==> config.mk <==
export PLATFORM = sky130hd
export DESIGN_NAME = ro_freq_meter
export DESIGN_NICKNAME = d
export VERILOG_FILES = /design/src/rtl/ro_meas_pkg.sv /design/src/rtl/ro_sync_edge.sv /design/src/rtl/ro_freq_meter.sv
export SDC_FILE = /design/constraint.sdc
export NUM_CORES = 1
export LEC_CHECK = 0
export ABC_CLOCK_PERIOD_IN_PS = 3500
export CAP_MARGIN = 5
export CORE_UTILIZATION = 55
export DETAILED_ROUTE_END_ITERATION = 8
export PLACE_DENSITY_LB_ADDON = 0.1
export REMOVE_ABC_BUFFERS = 1
export SLEW_MARGIN = 20
export SYNTH_ARGS = -nofsm -noshare
export SYNTH_HDL_FRONTEND = slang
export SYNTH_SLANG_ARGS = --single-unit
==> constraint.sdc <==
create_clock -name clk -period 3.5 [get_ports clk]
set_input_delay 0.35 -clock clk [delete_from_list [all_inputs] [get_ports clk]]
set_output_delay 0.35 -clock clk [all_outputs]
set_load 0.005 [all_outputs]
==> src/rtl/ro_meas_pkg.sv <==
// Shared types, default constants and saturating-increment helper for the
// ring-oscillator frequency meter.
package ro_meas_pkg;

   typedef enum logic [1:0] {
      IDLE    = 2'd0,
      SETTLE  = 2'd1,
      MEASURE = 2'd2,
      HOLD    = 2'd3
   } measState_t;

   localparam int unsigned DEF_N_RO          = 2;
   localparam int unsigned DEF_CNT_W         = 16;
   localparam int unsigned DEF_GATE_CYCLES   = 1024;
   localparam int unsigned DEF_SETTLE_CYCLES = 16;

   // Widest counter the helper can saturate; callers cast to their own width.
   localparam int unsigned SAT_W = 32;

   function automatic logic [SAT_W-1:0] satInc(input logic [SAT_W-1:0] value,
                                               input logic [SAT_W-1:0] maxVal);
      return (value >= maxVal) ? maxVal : value + SAT_W'(1);
   endfunction

endpackage

==> src/rtl/ro_sync_edge.sv <==
// Two-flop synchroniser plus previous-sample flop producing a rising-edge
// pulse; load realigns the previous sample without emitting a pulse.
module ro_sync_edge (
   input  logic clk,
   input  logic reset,
   input  logic din,
   input  logic load,
   input  logic en,
   output logic edgePulse
);

   logic sync1, sync2, prev;

   // NOTE: sequential state uses non-blocking assignments so every flop samples pre-edge values.
   always_ff @(posedge clk or posedge reset) begin
      if (reset) begin
         sync1 <= 1'b0;
         sync2 <= 1'b0;
         prev  <= 1'b0;
      end else begin
         sync1 <= din;
         sync2 <= sync1;
         if (load || en) prev <= sync2;
      end
   end

   assign edgePulse = en && sync2 && !prev;

endmodule

==> src/rtl/ro_freq_meter.sv <==
// Gated rising-edge counter for a selectable ring oscillator: settle, count
// over a fixed window, then hold the result behind a valid/ready handshake.
module ro_freq_meter
   import ro_meas_pkg::*;
#(
   parameter  int unsigned N_RO          = DEF_N_RO,
   parameter  int unsigned CNT_W         = DEF_CNT_W,
   parameter  int unsigned GATE_CYCLES   = DEF_GATE_CYCLES,
   parameter  int unsigned SETTLE_CYCLES = DEF_SETTLE_CYCLES,
   localparam int unsigned SEL_W         = (N_RO > 1) ? $clog2(N_RO) : 1
) (
   input  logic             clk,
   input  logic             reset,
   input  logic             start,
   input  logic [SEL_W-1:0] roSel,
   input  logic [N_RO-1:0]  roIn,
   output logic [N_RO-1:0]  roEn,
   output logic             busy,
   output logic [CNT_W-1:0] count,
   output logic             overflow,
   output logic             valid,
   input  logic             ready
);

   localparam int unsigned MAX_CYC = (GATE_CYCLES > SETTLE_CYCLES) ? GATE_CYCLES : SETTLE_CYCLES;
   localparam int unsigned CYC_W   = $clog2(MAX_CYC) + 1;

   localparam logic [CYC_W-1:0] SETTLE_LAST = CYC_W'(SETTLE_CYCLES - 1);
   localparam logic [CYC_W-1:0] GATE_LAST   = CYC_W'(GATE_CYCLES - 1);
   localparam logic [CNT_W-1:0] CNT_MAX     = '1;
   localparam logic [SEL_W:0]   N_RO_V      = (SEL_W + 1)'(N_RO);

   measState_t       state, stateNext;
   logic [SEL_W-1:0] selQ;
   logic [CYC_W-1:0] cycCnt;
   logic             accept, lastSettle, measuring, edgePulse;

   assign accept     = start && ({1'b0, roSel} < N_RO_V);
   assign lastSettle = (state == SETTLE) && (cycCnt == SETTLE_LAST);
   assign measuring  = (state == MEASURE);

   // The mux feeds the synchroniser; the settle time flushes any stale sample.
   ro_sync_edge uSyncEdge (
      .clk       (clk),
      .reset     (reset),
      .din       (roIn[selQ]),
      .load      (lastSettle),
      .en        (measuring),
      .edgePulse (edgePulse)
   );

   // NOTE: every output of this block gets a default first, so no latch is inferred.
   always_comb begin
      stateNext = state;
      roEn      = '0;
      busy      = (state != IDLE);
      valid     = (state == HOLD);
      unique case (state)
         IDLE:    if (accept) stateNext = SETTLE;
         SETTLE: begin
            roEn[selQ] = 1'b1;
            if (cycCnt == SETTLE_LAST) stateNext = MEASURE;
         end
         MEASURE: begin
            roEn[selQ] = 1'b1;
            if (cycCnt == GATE_LAST) stateNext = HOLD;
         end
         HOLD:    if (ready) stateNext = IDLE;
         default: stateNext = IDLE;
      endcase
   end

   always_ff @(posedge clk or posedge reset) begin
      if (reset) begin
         state    <= IDLE;
         selQ     <= '0;
         cycCnt   <= '0;
         count    <= '0;
         overflow <= 1'b0;
      end else begin
         state <= stateNext;
         if (state == IDLE && accept) selQ <= roSel;

         if (stateNext != state)                    cycCnt <= '0;
         else if (state == SETTLE || measuring)     cycCnt <= cycCnt + CYC_W'(1);

         // Result clears on window open and is otherwise only touched by counted edges.
         if (lastSettle) begin
            count    <= '0;
            overflow <= 1'b0;
         end else if (measuring && edgePulse) begin
            count <= CNT_W'(satInc(SAT_W'(count), SAT_W'(CNT_MAX)));
            if (count == CNT_MAX) overflow <= 1'b1;
         end
      end
   end

endmodule

# == Word level (Yosys, flattened, before mapping) ==
# Cells that the tools add are included.
# totals
reg_bits,34
in_bits,7
out_inout_bits,21
# op_classes
n_addsub,2
order_cmp,3
n_eq_ne,7
mux,18
n_reduce_logical,16
# ops
op,count
$mux 16,3
$mux 11,2
$add 16x1->16 const B,1
$eq 16x16->1 const B,1
$ge 16x16->1 const B,1
$add 11x1->11 const B,1
$eq 11x10->1 const B,1
$eq 11x4->1 const B,1
$mux 2,5
$pmux 2 s4,1
$reduce_bool 2->1,4
$logic_and 1x1->1,6
$mux 1,6
$eq 2x2->1 const B,2
$eq 2x1->1 const B,1
$logic_not 2->1,1
$logic_or 1x1->1,2
$lt 1x2->1 const B,1
$ne 2x2->1,1
$reduce_and 2->1,1
$reduce_or 2->1,1
$demux 1 s1,1
$ge 1x1->1 const B,1
$logic_not 1->1,1

# == Longest topological paths before layout ==
# depth
ltp_word,6
ltp_mapped,8
ltp_nobuf,7

# == Cells and area by module ==
# From an unflattened synthesis, not the netlist that was laid out.
# unflattened
hier_cells,208
hier_area_um2,2009.4
# modules_own_cells
mod,n_inst,cells_each,area_each_um2
ro_freq_meter,1,200,1908.1
ro_sync_edge,1,8,101.3

# == Least setup slack after synthesis ==
# Ideal clock, no wire load.
# synth_path
path_type,flip-flop to flip-flop
startpoint,reg state[0]
endpoint,reg cycCnt[9]
setup_ns,0.123
arrival_time_ns,1.742
required_ns,3.377
slack_ns,1.635
stages_incl_launch_ff,9
path_buffers,1
path_cell_list,dfrtp_1 > inv_1 > ha_1 > buf_2 > nand4_1 > or2_2 > nor3_1 > xnor2_1 > nor2_1
# synth_between
elab_chain_len,4
elab_cells_between_ends,13
classes_between,eq/ne: 4; mux: 6; reduce/logical: 3
# synth_lines
element,line_no,rtl
start: declaration,ro_freq_meter.sv:33,"measState_t state, stateNext;"
start signal: assignment,ro_freq_meter.sv:81,state <= stateNext;
"$eq 2x2->1, or another cell as far along",ro_freq_meter.sv:58,unique case (state)
$pmux 2 s4,ro_freq_meter.sv:58,
$ne 2x2->1,ro_freq_meter.sv:84,if (stateNext != state) cycCnt <= '0;
$mux 11 / $reduce_bool 2->1 (equally long branches),--,
end signal: assignment,ro_freq_meter.sv:85,else if (state == SETTLE || measuring) cycCnt <= cycCnt + CYC_W'(1);
end: declaration,ro_freq_meter.sv:35,logic [CYC_W-1:0] cycCnt;
# Several ways; a longest one is shown, not always the timed one.
# A chain may end at the register's enable or synchronous reset.

# == Worst setup path in the final report ==
# layout_path
startpoint,reg state[0]
endpoint,out roEn[0]
# layout_between
elab_chain_len,3
elab_cells_between_ends,4
classes_between,eq/ne: 2; mux: 1; reduce/logical: 1
# layout_lines
element,line_no,rtl
$eq 2x2->1 / $eq 2x1->1 (equally long branches),ro_freq_meter.sv:58,
$reduce_or 2->1 (no source line) (*),--,
$mux 2 (*),--,
end: declaration,ro_freq_meter.sv:17,"output logic [N_RO-1:0] roEn,"
# Mark *: on every way between the ends. The rest lies on a longest branch, timed or not.

==> reports/qor.yml <==
end_kind: "output port"
ant_nets: 0
grt_pass1_wl_mm: 6.216
yosysTopAreaCell: "dfrtp_1"
cp_common_cell: "inv_1"
post_cts_buffers: 0
wl_mm: 3.645
critical_path.max_stage_delay_ns: 0.50
layout_common_cells: "dfrtp_1, nor2_1, clkdlybuf4s50_1"
cts_max_level: 2
rows: 20
drtIter0Drc: 63
io_pins: 28
first_global_vias: 1438
drc_errors: 0
crit_start: "state[0]"
setup_tns_ns: 0
drv_slew: 0
vias: 1451
tightest_slew_ns: 1.057
min_period_over_period: 0.6918
start_util: 0.5936
fp.dieH_um: 60.11
area_growth_syn_to_layout_pct: 19.74
drive_gt1_frac: 0.09955
rr_worst_depth: 6
critPathLaunchType: "flop"
relSlewSlack: 0.2927
mostFrequentLayoutCell: "dfrtp_1"
portBuffers: 27
place.detailed.hpwl_mm: 2.612
n_antenna_cell: 0
setup_viol: 0
antenna_found_initial: 0
firstDrtPassIters: 4
p_leak_nw: 1.001
finalCriticalPeriod_ns: 2.421
cts_resized: 0
synth-edff-count: 0
cts_max_path_buffers: 2
critPathTopFamily: "buffers and inverters"
grt_max_degree: 35
r2r_start: "cycCnt[0]"
cts.sinks: 34
numCtsBuffers: 5
hold_class: "reg2reg"
synth.top_cell.area_share: 0.4582
crit_chain: "inv_1, ha_1, inv_1, nor2_1, clkdlybuf4s50_1"
cp.required_ns: 3.15
ys_seq_area_frac: 0.4582
max_clock_freq_mhz: 413.0
cp_max_fo: 7
die-area_um2: 3613
avgRoutedWirePerCell_um: 13.75
ys_ff_latch: 34
irDropWorstVdd_mv: 0.3319
async_flop_share: 1.000
r2r_end: "uSyncEdge.prev"
crit_path_end: "roEn[0]"
gp_congestion: 0.8144
synthTopCellsByArea: "dfrtp_1, xor2_1, nor2_1"
insertion_delay_ns: 0.34
yosysWarnings: 0
path_clk_slew_ns: 0.10
die_w_um: 60.11
cts-root-buf: "clkbuf_4"
syn_area_um2: 1857
vias_per_cell: 5.475
syn_inst: 189
skew_ns: 0.004683
fillers: 241
cp.depth: 5
ys.flop_type: "dfrtp_1"
core_area_um2: 3128
crit_arrival_ns: 2.07
cp_num_buf_inv: 3
hold_viol_final: 0
yosysUniqueCellTypes: 42
worst-setup-path-type: "reg2out"
rsz0062_at_grt: "false"
status: "finished, final reports clean"
cap_violations: 0
overflow: 0
avgSynthCellArea_um2: 9.824
cts_tree: "done"
fin_util: 0.7108
fin_nets: 234
r2r_slack_ns: 1.35
critPathSlowestCell: "clkdlybuf4s50_1"
p_per_area_nw_per_um2: 472.6
track_usage: 0.2346
cts_hold_buf: 0
==> registers in the layout (all words and copies together), names as in the netlist <==
register,count
overflow,1
cycCnt,11
state,2
uSyncEdge.sync2,1
count,16
uSyncEdge.prev,1
selQ,1
uSyncEdge.sync1,1
==> worst min path at each step <==
| stage | endpoint | cells past startpoint | slack [ns] | start |
|---|---|---|---|---|
| after floorplan | uSyncEdge.sync2 | 0 | 0.33 | uSyncEdge.sync1 |
| after global placement | uSyncEdge.sync2 | 0 | 0.35 | uSyncEdge.sync1 |
| after detailed placement | uSyncEdge.sync2 | 0 | 0.35 | uSyncEdge.sync1 |
| after CTS | uSyncEdge.sync2 | 0 | 0.37 | uSyncEdge.sync1 |
| after global routing | uSyncEdge.sync2 | 0 | 0.37 | uSyncEdge.sync1 |
| final | uSyncEdge.sync2 | 0 | 0.38 | uSyncEdge.sync1 |
==> power by group <==
part           internal, mW  switching [mW]
logic                 0.159           0.156
registers             0.446          0.0591
clock network        0.0973           0.132
total                 0.703           0.348
==> worst reg2reg max path: cells and delay by family (launching register included) <==
kind	cells	cell delay (ns)
AND/OR/NAND/NOR	4	1.27
flip-flops	1	0.41
AO/OA/AOI/OAI	1	0.17
adder cells (fa/ha/maj)	1	0.24
==> logic make-up after synthesis <==
family | synth area share
AO/OA/AOI/OAI | 0.08760
XOR/XNOR | 0.1085
adder cells (fa/ha/maj) | 0.04717
buffers and inverters | 0.03234
flip-flops | 0.4582
multiplexers | 0.02291
AND/OR/NAND/NOR | 0.2433
==> layer usage <==
metal  vias up  GRT usage  wire length [um]  part of all wire
li1        713          -                 -                 -
met1       701     0.2596              1582              0.43
met2        33     0.4239              1912              0.52
met3         4    0.06494               111             0.030
met4         0    0.08306                39             0.011
met5         -          0                 0                 0
==> cell usage after synthesis, drive strengths merged (2+ instances only) <==
cell type,n
a21oi,15
a22o,2
a31oi,2
and3,6
and4,2
buf,4
dfrtp,34
ha,7
inv,9
mux2,2
mux2i,2
nand2,18
nand3,4
nand3b,2
nand4,7
nand4b,3
nor2,28
nor3,4
o21ai,2
xnor2,9
xor2,14
==> area by class of cell <==
cell class / count / area, um^2 / share of cell area
Inverter: 9 / 33.78 / 0.01519
Sequential cell: 34 / 850.8 / 0.3827
Tap cell: 44 / 55.05 / 0.02476
Clock inverter: 1 / 5.005 / 0.002251
Timing Repair Buffer: 28 / 277.8 / 0.1249
Multi-Input combinational cell: 142 / 945.9 / 0.4254
Clock buffer: 7 / 55.05 / 0.02476
==> metrics by stage <==
stage	hold WS, ns	worst slack [ns]	power [mW]	instances	instance area [um^2]
floorplan	0.3312	1.640	0.7038	185	1831
global placement	0.3496	1.437	0.8032	257	2163
detailed placement	0.3505	1.395	0.8232	257	2163
CTS	0.3743	1.064	1.058	265	2223
global route	0.3742	0.8808	1.118	265	2223
finish	0.3755	1.079	1.051	265	2223
Note: power is estimated with default switching activity, not from simulation.
